<file path="config.mk">
export PLATFORM = sky130hd
export DESIGN_NAME = yutorina_bus_master_flat
export DESIGN_NICKNAME = d
export VERILOG_FILES = /design/src/rtl/yutorina_bus_master_pkg.sv /design/src/rtl/yutorina_bus_master_if.sv /design/src/rtl/yutorina_bus_master.sv /design/src/flat_wrapper.sv
export SDC_FILE = /design/constraint.sdc
export NUM_CORES = 1
export LEC_CHECK = 0
export BUFFER_PORTS_ARGS = -buffer_cell sky130_fd_sc_hd__buf_2
export CELL_PAD_IN_SITES_DETAIL_PLACEMENT = 1
export CELL_PAD_IN_SITES_GLOBAL_PLACEMENT = 1
export CORE_UTILIZATION = 34
export DETAILED_ROUTE_END_ITERATION = 16
export PLACE_DENSITY = 0.89
export SLEW_MARGIN = 20
export SYNTH_ARGS = -nofsm -noshare
export SYNTH_HDL_FRONTEND = slang
export SYNTH_SLANG_ARGS = --single-unit
</file>
<file path="constraint.sdc">
create_clock -name clk -period 3.12 [get_ports clk]
set_input_delay 0.156 -clock clk [delete_from_list [all_inputs] [get_ports clk]]
set_output_delay 0.156 -clock clk [all_outputs]
set_load 0.02 [all_outputs]
</file>
<file path="src/rtl/yutorina_bus_master_pkg.sv">
// rtl/yutorina_bus_master_pkg.sv - shared encodings for the yutorina bus master
//
// Purpose: FSM state encoding, transfer direction codes, active-low
// enable levels and the default ready timeout used by the bus master.
// Ports: none (package).

package yutorina_bus_master_pkg;

    typedef enum logic [1:0] {
        ST_IDLE   = 2'd0,
        ST_REQ    = 2'd1,
        ST_ACCESS = 2'd2
    } state_e;

    localparam logic READ  = 1'b1;
    localparam logic WRITE = 1'b0;

    // Bus strobes are active-low.
    localparam logic ENABLE_  = 1'b0;
    localparam logic DISABLE_ = 1'b1;

    localparam int DEFAULT_TIMEOUT = 64;

endpackage

</file>
<file path="src/rtl/yutorina_bus_master_if.sv">
// rtl/yutorina_bus_master_if.sv - yutorina shared bus signal bundle
//
// Purpose: groups the arbiter handshake and the slave access signals.
// Signals:
//   bus_req_    master -> arbiter  bus request, active-low
//   bus_grnt_   arbiter -> master  bus grant, active-low
//   bus_as_     master -> slave    address strobe, active-low
//   bus_rw      master -> slave    1 = read, 0 = write
//   bus_addr    master -> slave    word address
//   bus_wr_data master -> slave    write data
//   bus_rd_data slave -> master    read data
//   bus_rdy_    slave -> master    ready, active-low

interface yutorina_bus_master_if #(
    parameter int ADDR_W = 30,
    parameter int DATA_W = 32
) ();

    logic              bus_req_;
    logic              bus_grnt_;
    logic              bus_as_;
    logic              bus_rw;
    logic [ADDR_W-1:0] bus_addr;
    logic [DATA_W-1:0] bus_wr_data;
    logic [DATA_W-1:0] bus_rd_data;
    logic              bus_rdy_;

    modport master (
        output bus_req_,
        output bus_as_,
        output bus_rw,
        output bus_addr,
        output bus_wr_data,
        input  bus_grnt_,
        input  bus_rd_data,
        input  bus_rdy_
    );

    modport slave (
        input  bus_req_,
        input  bus_as_,
        input  bus_rw,
        input  bus_addr,
        input  bus_wr_data,
        output bus_grnt_,
        output bus_rd_data,
        output bus_rdy_
    );

endinterface

</file>
<file path="src/rtl/yutorina_bus_master.sv">
// rtl/yutorina_bus_master.sv - single-transfer initiator on the yutorina bus
//
// Purpose: accepts one read/write request from the CPU side, obtains bus
// ownership from the arbiter, strobes the slave and waits for its ready,
// aborting with an error after TIMEOUT access cycles.
// Ports:
//   clk, rst          clock, synchronous active-high reset
//   cpu_req_i         transfer request (sampled only when idle)
//   cpu_rw_i          1 = read, 0 = write
//   cpu_addr_i        word address
//   cpu_wr_data_i     write data
//   cpu_rd_data_o     read result, valid with cpu_done_o and held after
//   cpu_busy_o        transfer in progress
//   cpu_done_o        one-cycle completion pulse
//   cpu_err_o         one-cycle timeout pulse, coincident with cpu_done_o
//   bus               yutorina bus, master view

module yutorina_bus_master
    import yutorina_bus_master_pkg::*;
#(
    parameter int ADDR_W  = 30,
    parameter int DATA_W  = 32,
    parameter int TIMEOUT = DEFAULT_TIMEOUT,
    parameter int CNT_W   = 7
) (
    input  logic                     clk,
    input  logic                     rst,
    input  logic                     cpu_req_i,
    input  logic                     cpu_rw_i,
    input  logic [ADDR_W-1:0]        cpu_addr_i,
    input  logic [DATA_W-1:0]        cpu_wr_data_i,
    output logic [DATA_W-1:0]        cpu_rd_data_o,
    output logic                     cpu_busy_o,
    output logic                     cpu_done_o,
    output logic                     cpu_err_o,
    yutorina_bus_master_if.master    bus
);

    localparam logic [CNT_W-1:0] TIMEOUT_C = CNT_W'(TIMEOUT);
    localparam logic [CNT_W-1:0] CNT_ONE   = CNT_W'(1);
    localparam logic [CNT_W-1:0] CNT_TWO   = CNT_W'(2);

    state_e            state_q;
    logic [CNT_W-1:0]  cnt_q;
    logic [CNT_W-1:0]  cnt_d;
    logic              bus_req_q;
    logic              bus_as_q;
    logic              bus_rw_q;
    logic [ADDR_W-1:0] bus_addr_q;
    logic [DATA_W-1:0] bus_wr_data_q;
    logic [DATA_W-1:0] cpu_rd_data_q;
    logic              cpu_busy_q;
    logic              cpu_done_q;
    logic              cpu_err_q;
    logic              rdy_ok;
    logic              timeout_hit;

    // Saturating increment: the counter must never wrap back into the
    // "first access cycle" window where ready is ignored.
    assign cnt_d = (cnt_q == '1) ? cnt_q : cnt_q + 1'b1;

    // Ready seen on the first access cycle may be a registered slave still
    // answering the previous transfer, so it only counts from cycle 2 on.
    assign rdy_ok      = (bus.bus_rdy_ == ENABLE_) && (cnt_q >= CNT_TWO);
    assign timeout_hit = (cnt_q == TIMEOUT_C);

    always_ff @(posedge clk) begin
        if (rst) begin
            state_q       <= ST_IDLE;
            cnt_q         <= '0;
            bus_req_q     <= DISABLE_;
            bus_as_q      <= DISABLE_;
            bus_rw_q      <= READ;
            bus_addr_q    <= '0;
            bus_wr_data_q <= '0;
            cpu_rd_data_q <= '0;
            cpu_busy_q    <= 1'b0;
            cpu_done_q    <= 1'b0;
            cpu_err_q     <= 1'b0;
        end else begin
            cpu_done_q <= 1'b0;
            cpu_err_q  <= 1'b0;
            case (state_q)
                ST_IDLE: begin
                    if (cpu_req_i) begin
                        state_q       <= ST_REQ;
                        bus_req_q     <= ENABLE_;
                        cpu_busy_q    <= 1'b1;
                        bus_rw_q      <= cpu_rw_i;
                        bus_addr_q    <= cpu_addr_i;
                        bus_wr_data_q <= cpu_wr_data_i;
                    end
                end
                ST_REQ: begin
                    // No timeout while waiting for the arbiter.
                    if (bus.bus_grnt_ == ENABLE_) begin
                        state_q  <= ST_ACCESS;
                        bus_as_q <= ENABLE_;
                        cnt_q    <= CNT_ONE;
                    end
                end
                ST_ACCESS: begin
                    if (rdy_ok) begin
                        state_q    <= ST_IDLE;
                        bus_as_q   <= DISABLE_;
                        bus_req_q  <= DISABLE_;
                        cpu_busy_q <= 1'b0;
                        cpu_done_q <= 1'b1;
                        cnt_q      <= '0;
                        if (bus_rw_q != WRITE) begin
                            cpu_rd_data_q <= bus.bus_rd_data;
                        end
                    end else if (timeout_hit) begin
                        state_q       <= ST_IDLE;
                        bus_as_q      <= DISABLE_;
                        bus_req_q     <= DISABLE_;
                        cpu_busy_q    <= 1'b0;
                        cpu_done_q    <= 1'b1;
                        cpu_err_q     <= 1'b1;
                        cpu_rd_data_q <= '0;
                        cnt_q         <= '0;
                    end else begin
                        cnt_q <= cnt_d;
                    end
                end
                default: begin
                    state_q <= ST_IDLE;
                end
            endcase
        end
    end

    assign bus.bus_req_    = bus_req_q;
    assign bus.bus_as_     = bus_as_q;
    assign bus.bus_rw      = bus_rw_q;
    assign bus.bus_addr    = bus_addr_q;
    assign bus.bus_wr_data = bus_wr_data_q;

    assign cpu_rd_data_o = cpu_rd_data_q;
    assign cpu_busy_o    = cpu_busy_q;
    assign cpu_done_o    = cpu_done_q;
    assign cpu_err_o     = cpu_err_q;

endmodule

</file>
<file path="src/flat_wrapper.sv">
// flat-port wrapper written by rule: the top's interface ports become plain ports
module yutorina_bus_master_flat import yutorina_bus_master_pkg::*;
#(
    parameter int ADDR_W  = 30,
    parameter int DATA_W  = 32,
    parameter int TIMEOUT = DEFAULT_TIMEOUT,
    parameter int CNT_W   = 7
)
  (clk, rst, cpu_req_i, cpu_rw_i, cpu_addr_i, cpu_wr_data_i, cpu_rd_data_o, cpu_busy_o, cpu_done_o, cpu_err_o, bus_bus_req_, bus_bus_as_, bus_bus_rw, bus_bus_addr, bus_bus_wr_data, bus_bus_grnt_, bus_bus_rd_data, bus_bus_rdy_);
  yutorina_bus_master_if #(.ADDR_W(ADDR_W), .DATA_W(DATA_W)) bus_i ();
  input  logic clk;
  input  logic rst;
  input  logic cpu_req_i;
  input  logic cpu_rw_i;
  input  logic [ADDR_W-1:0] cpu_addr_i;
  input  logic [DATA_W-1:0] cpu_wr_data_i;
  output logic [DATA_W-1:0] cpu_rd_data_o;
  output logic cpu_busy_o;
  output logic cpu_done_o;
  output logic cpu_err_o;
  output wire logic [$bits(bus_i.bus_req_)-1:0] bus_bus_req_;
  output wire logic [$bits(bus_i.bus_as_)-1:0] bus_bus_as_;
  output wire logic [$bits(bus_i.bus_rw)-1:0] bus_bus_rw;
  output wire logic [$bits(bus_i.bus_addr)-1:0] bus_bus_addr;
  output wire logic [$bits(bus_i.bus_wr_data)-1:0] bus_bus_wr_data;
  input wire logic [$bits(bus_i.bus_grnt_)-1:0] bus_bus_grnt_;
  input wire logic [$bits(bus_i.bus_rd_data)-1:0] bus_bus_rd_data;
  input wire logic [$bits(bus_i.bus_rdy_)-1:0] bus_bus_rdy_;
  assign bus_bus_req_ = bus_i.bus_req_;
  assign bus_bus_as_ = bus_i.bus_as_;
  assign bus_bus_rw = bus_i.bus_rw;
  assign bus_bus_addr = bus_i.bus_addr;
  assign bus_bus_wr_data = bus_i.bus_wr_data;
  assign bus_i.bus_grnt_ = bus_bus_grnt_;
  assign bus_i.bus_rd_data = bus_bus_rd_data;
  assign bus_i.bus_rdy_ = bus_bus_rdy_;
  yutorina_bus_master #(.ADDR_W(ADDR_W), .DATA_W(DATA_W), .TIMEOUT(TIMEOUT), .CNT_W(CNT_W)) u_core (.clk(clk), .rst(rst), .cpu_req_i(cpu_req_i), .cpu_rw_i(cpu_rw_i), .cpu_addr_i(cpu_addr_i), .cpu_wr_data_i(cpu_wr_data_i), .cpu_rd_data_o(cpu_rd_data_o), .cpu_busy_o(cpu_busy_o), .cpu_done_o(cpu_done_o), .cpu_err_o(cpu_err_o), .bus(bus_i));
endmodule
</file>
==> flow_summary.ini <==
[drt]
routed_wl_mm = 12.5
drtIter0Drc = 216
avgRoutedWirePerCell_um = 16.0
post_drt_via_cell_ratio = 5.06
vias = 3950
dr.pass1.iters = 4
post-route-drc-count = 0
ant_nets = 0

[synth]
synth_top_area_share = 0.548
synth_flop_cell = dfxtp_1
postSynthAreaPerCell_um2 = 8.87
syn_area_um2 = 3980
synth.net_count = 555
synth_area_leader_cell = dfxtp_1
synth_edf_count = 0
synth_area_leaders = dfxtp_1 (55%), nand2_1 (13%), a21oi_1 (8.4%)
synth_seq_cells = 109
ys_warn_count = 0
ys_types = 41
synth-async-reset-ratio = 0
synth_seq_area_share = 0.548
syn_inst = 449

[power_and_ir_drop]
internal-power_uw = 2430
ir_worst_vdd_v = 0.000345
switching_power_uw = 962
leakage_uw = 0.00255
power_density_nw_per_um2 = 630
clkPwrFrac = 0.376
switching_share = 0.283
p_seq_frac = 0.451
p_comb_frac = 0.173

[sta]
skew_ns = 0.00461
hold_violations = 0
fin_crit_sh = 0.679
maxSlewHeadroom = 0.544
fmax_mhz = 472
worst_slew_pin_slew_ns = 0.682
slew_viol_final = 0
setup_viol_count_final = 0
grt_setup_unrepaired = false
worst_hold_slack_ns = 0.0152
fin_tns_setup_ns = 0
period_minus_slack_ns = 2.12
fin_ws_ns = 1.00

[clock_network]
worstSkewPairLatency_ns = 0.35
path_clk_slew_ns = 0.07
htree_levels = 3
cts_hold_buf = 0
cts_root_buf = clkbuf_16
postCtsSetupRepairBufs = 0
cts_tree = built
clockBufferDepth = 2
postCtsResizedCells = 0
cts_buffers = 9
cts.sinks = 109

[cells_and_area]
drive_above_1_share = 0.359
antennaDiodeCount = 0
layout_commonest_cell = buf_2
final_util = 0.472
nets = 738
most-common-layout-cells = buf_2 (199), nand2_1 (132), dfxtp_1 (109)
area_growth_syn_to_layout_pct = 35.3

[global_route]
grt_max_degree = 51
grt_pass1_vias = 3847
met1_usage = 0.227
antenna_found_initial = 0
grt_pass1_wl_mm = 18.7
grt_usage = 0.200
use_met3 = 0.0511
grtUsageMet2 = 0.347
overflow = 0
busiest_layer = met2

[floorplan]
ios = 200
start_util = 0.349
die_y_um = 110
die-area_um2 = 12200
coreArea_um2 = 11400
core.rowCount = 39
chipWidth_um = 110

[setup_path]
required_ns = 3.36
crit_chain = inv_1 -> ha_1 -> nor3_1 -> a21oi_2 -> and3_1 -> buf_4 -> a22o_1
reg2reg_from = u_core.cnt_q[0]
cp_max_fo = 32
crit_path_end_kind = register
crit_start = u_core.cnt_q[0]
arrival_ns = 2.36
critPathKind = reg2reg
crit_path_top_delay_cell = dfxtp_1
cpPeakStageDelay_ns = 0.44
critical_path.startpoint_type = register

[placed_design]
post-place-ws_ns = 1.06
gp_congestion = 0.867
hpwl_mm = 9.17
port_buffers = 199

[run_status]
status = finished, final reports clean

[min_path]
worstHoldStart = cpu_rw_i
hold_class = in2reg

[run]
maxCapViolCount = 0
==> registers in the layout, summed over array words and instances (netlist names), 2 cells and up <==
name and cells:
u_core.bus.bus_wr_data 32, u_core.cpu_rd_data_o 32, u_core.cnt_q 7, u_core.bus.bus_addr 30, u_core.state_q 2
==> worst paths after layout <==
| path | slack [ns] | endpoint | cells after the start |
|---|---|---|---|
| worst max-delay path | 1.00 | u_core.cpu_rd_data_o[13] | 7 |
| worst min-delay path | 0.02 | u_core.bus.bus_rw | 3 |
| worst max register to register | 1.00 | u_core.cpu_rd_data_o[13] | 7 |
| worst min register to register | 0.45 | u_core.bus.bus_wr_data[24] | 2 |
==> kinds of logic after synthesis <==
group	share of synthesized area
buf+inv	0.0449
compound gates	0.211
fa+ha+maj	0.0188
simple gates	0.175
mux	0.00251
flops	0.548
==> cells in the mapped netlist, drive strengths merged, types with 2 or more instances <==
library cell  count
ha                6
nand3             3
a41oi             2
a221oi            2
nor3              4
and3              3
nand2           133
a211oi            4
nand3b            2
nand4             3
a21oi            68
a22o             32
inv               7
o21ai             3
and2              2
nor2              8
a31oi             6
o211ai            2
and4              2
clkbuf           16
buf              17
dfxtp           109
==> worst max-delay path, delay by kind of cell, from the launching register on <==
family	cells	cell delay [ns]
buffers and inverters	2	0.35
adders and majority gates	1	0.21
AOI/OAI and AO/OA	2	0.45
DFF	1	0.44
and+or+nand+nor	2	0.56
==> per-stage QoR <==
step	instances	power, uW	cell area (um^2)
2_1_floorplan	449	1920	3980
3_3_place_gp	764	2120	5050
3_5_place_dp	764	2150	5050
4_1_cts	780	3440	5390
5_1_grt	780	3550	5390
6_report	780	3390	5390
==> power groups by stage <==
stage / combinational (uW) / sequential [uW] / clock [uW]
2_1_floorplan: 263 / 1660 / 0
3_3_place_gp: 565 / 1560 / 0
3_5_place_dp: 589 / 1560 / 0
4_1_cts: 593 / 1530 / 1310
5_1_grt: 649 / 1540 / 1360
6_report: 587 / 1530 / 1280
==> layer usage <==
layer	part of all wire	routed length [um]
met1	0.40	4970
met2	0.49	6150
met4	0.027	333
met5	0	0
met3	0.081	1010
==> layout make-up <==
cell class              instances  area, um^2
fillers                      1425        6030
flip-flops and latches        109        2180
multi-input cells             300        1630
repair buffers                205        1040
clock buffers                  11         253
well taps                     143         179
clock inverters                 5        81.3
inverters                       7        26.3
No activity file was read; power rests on OpenSTA's default activity.
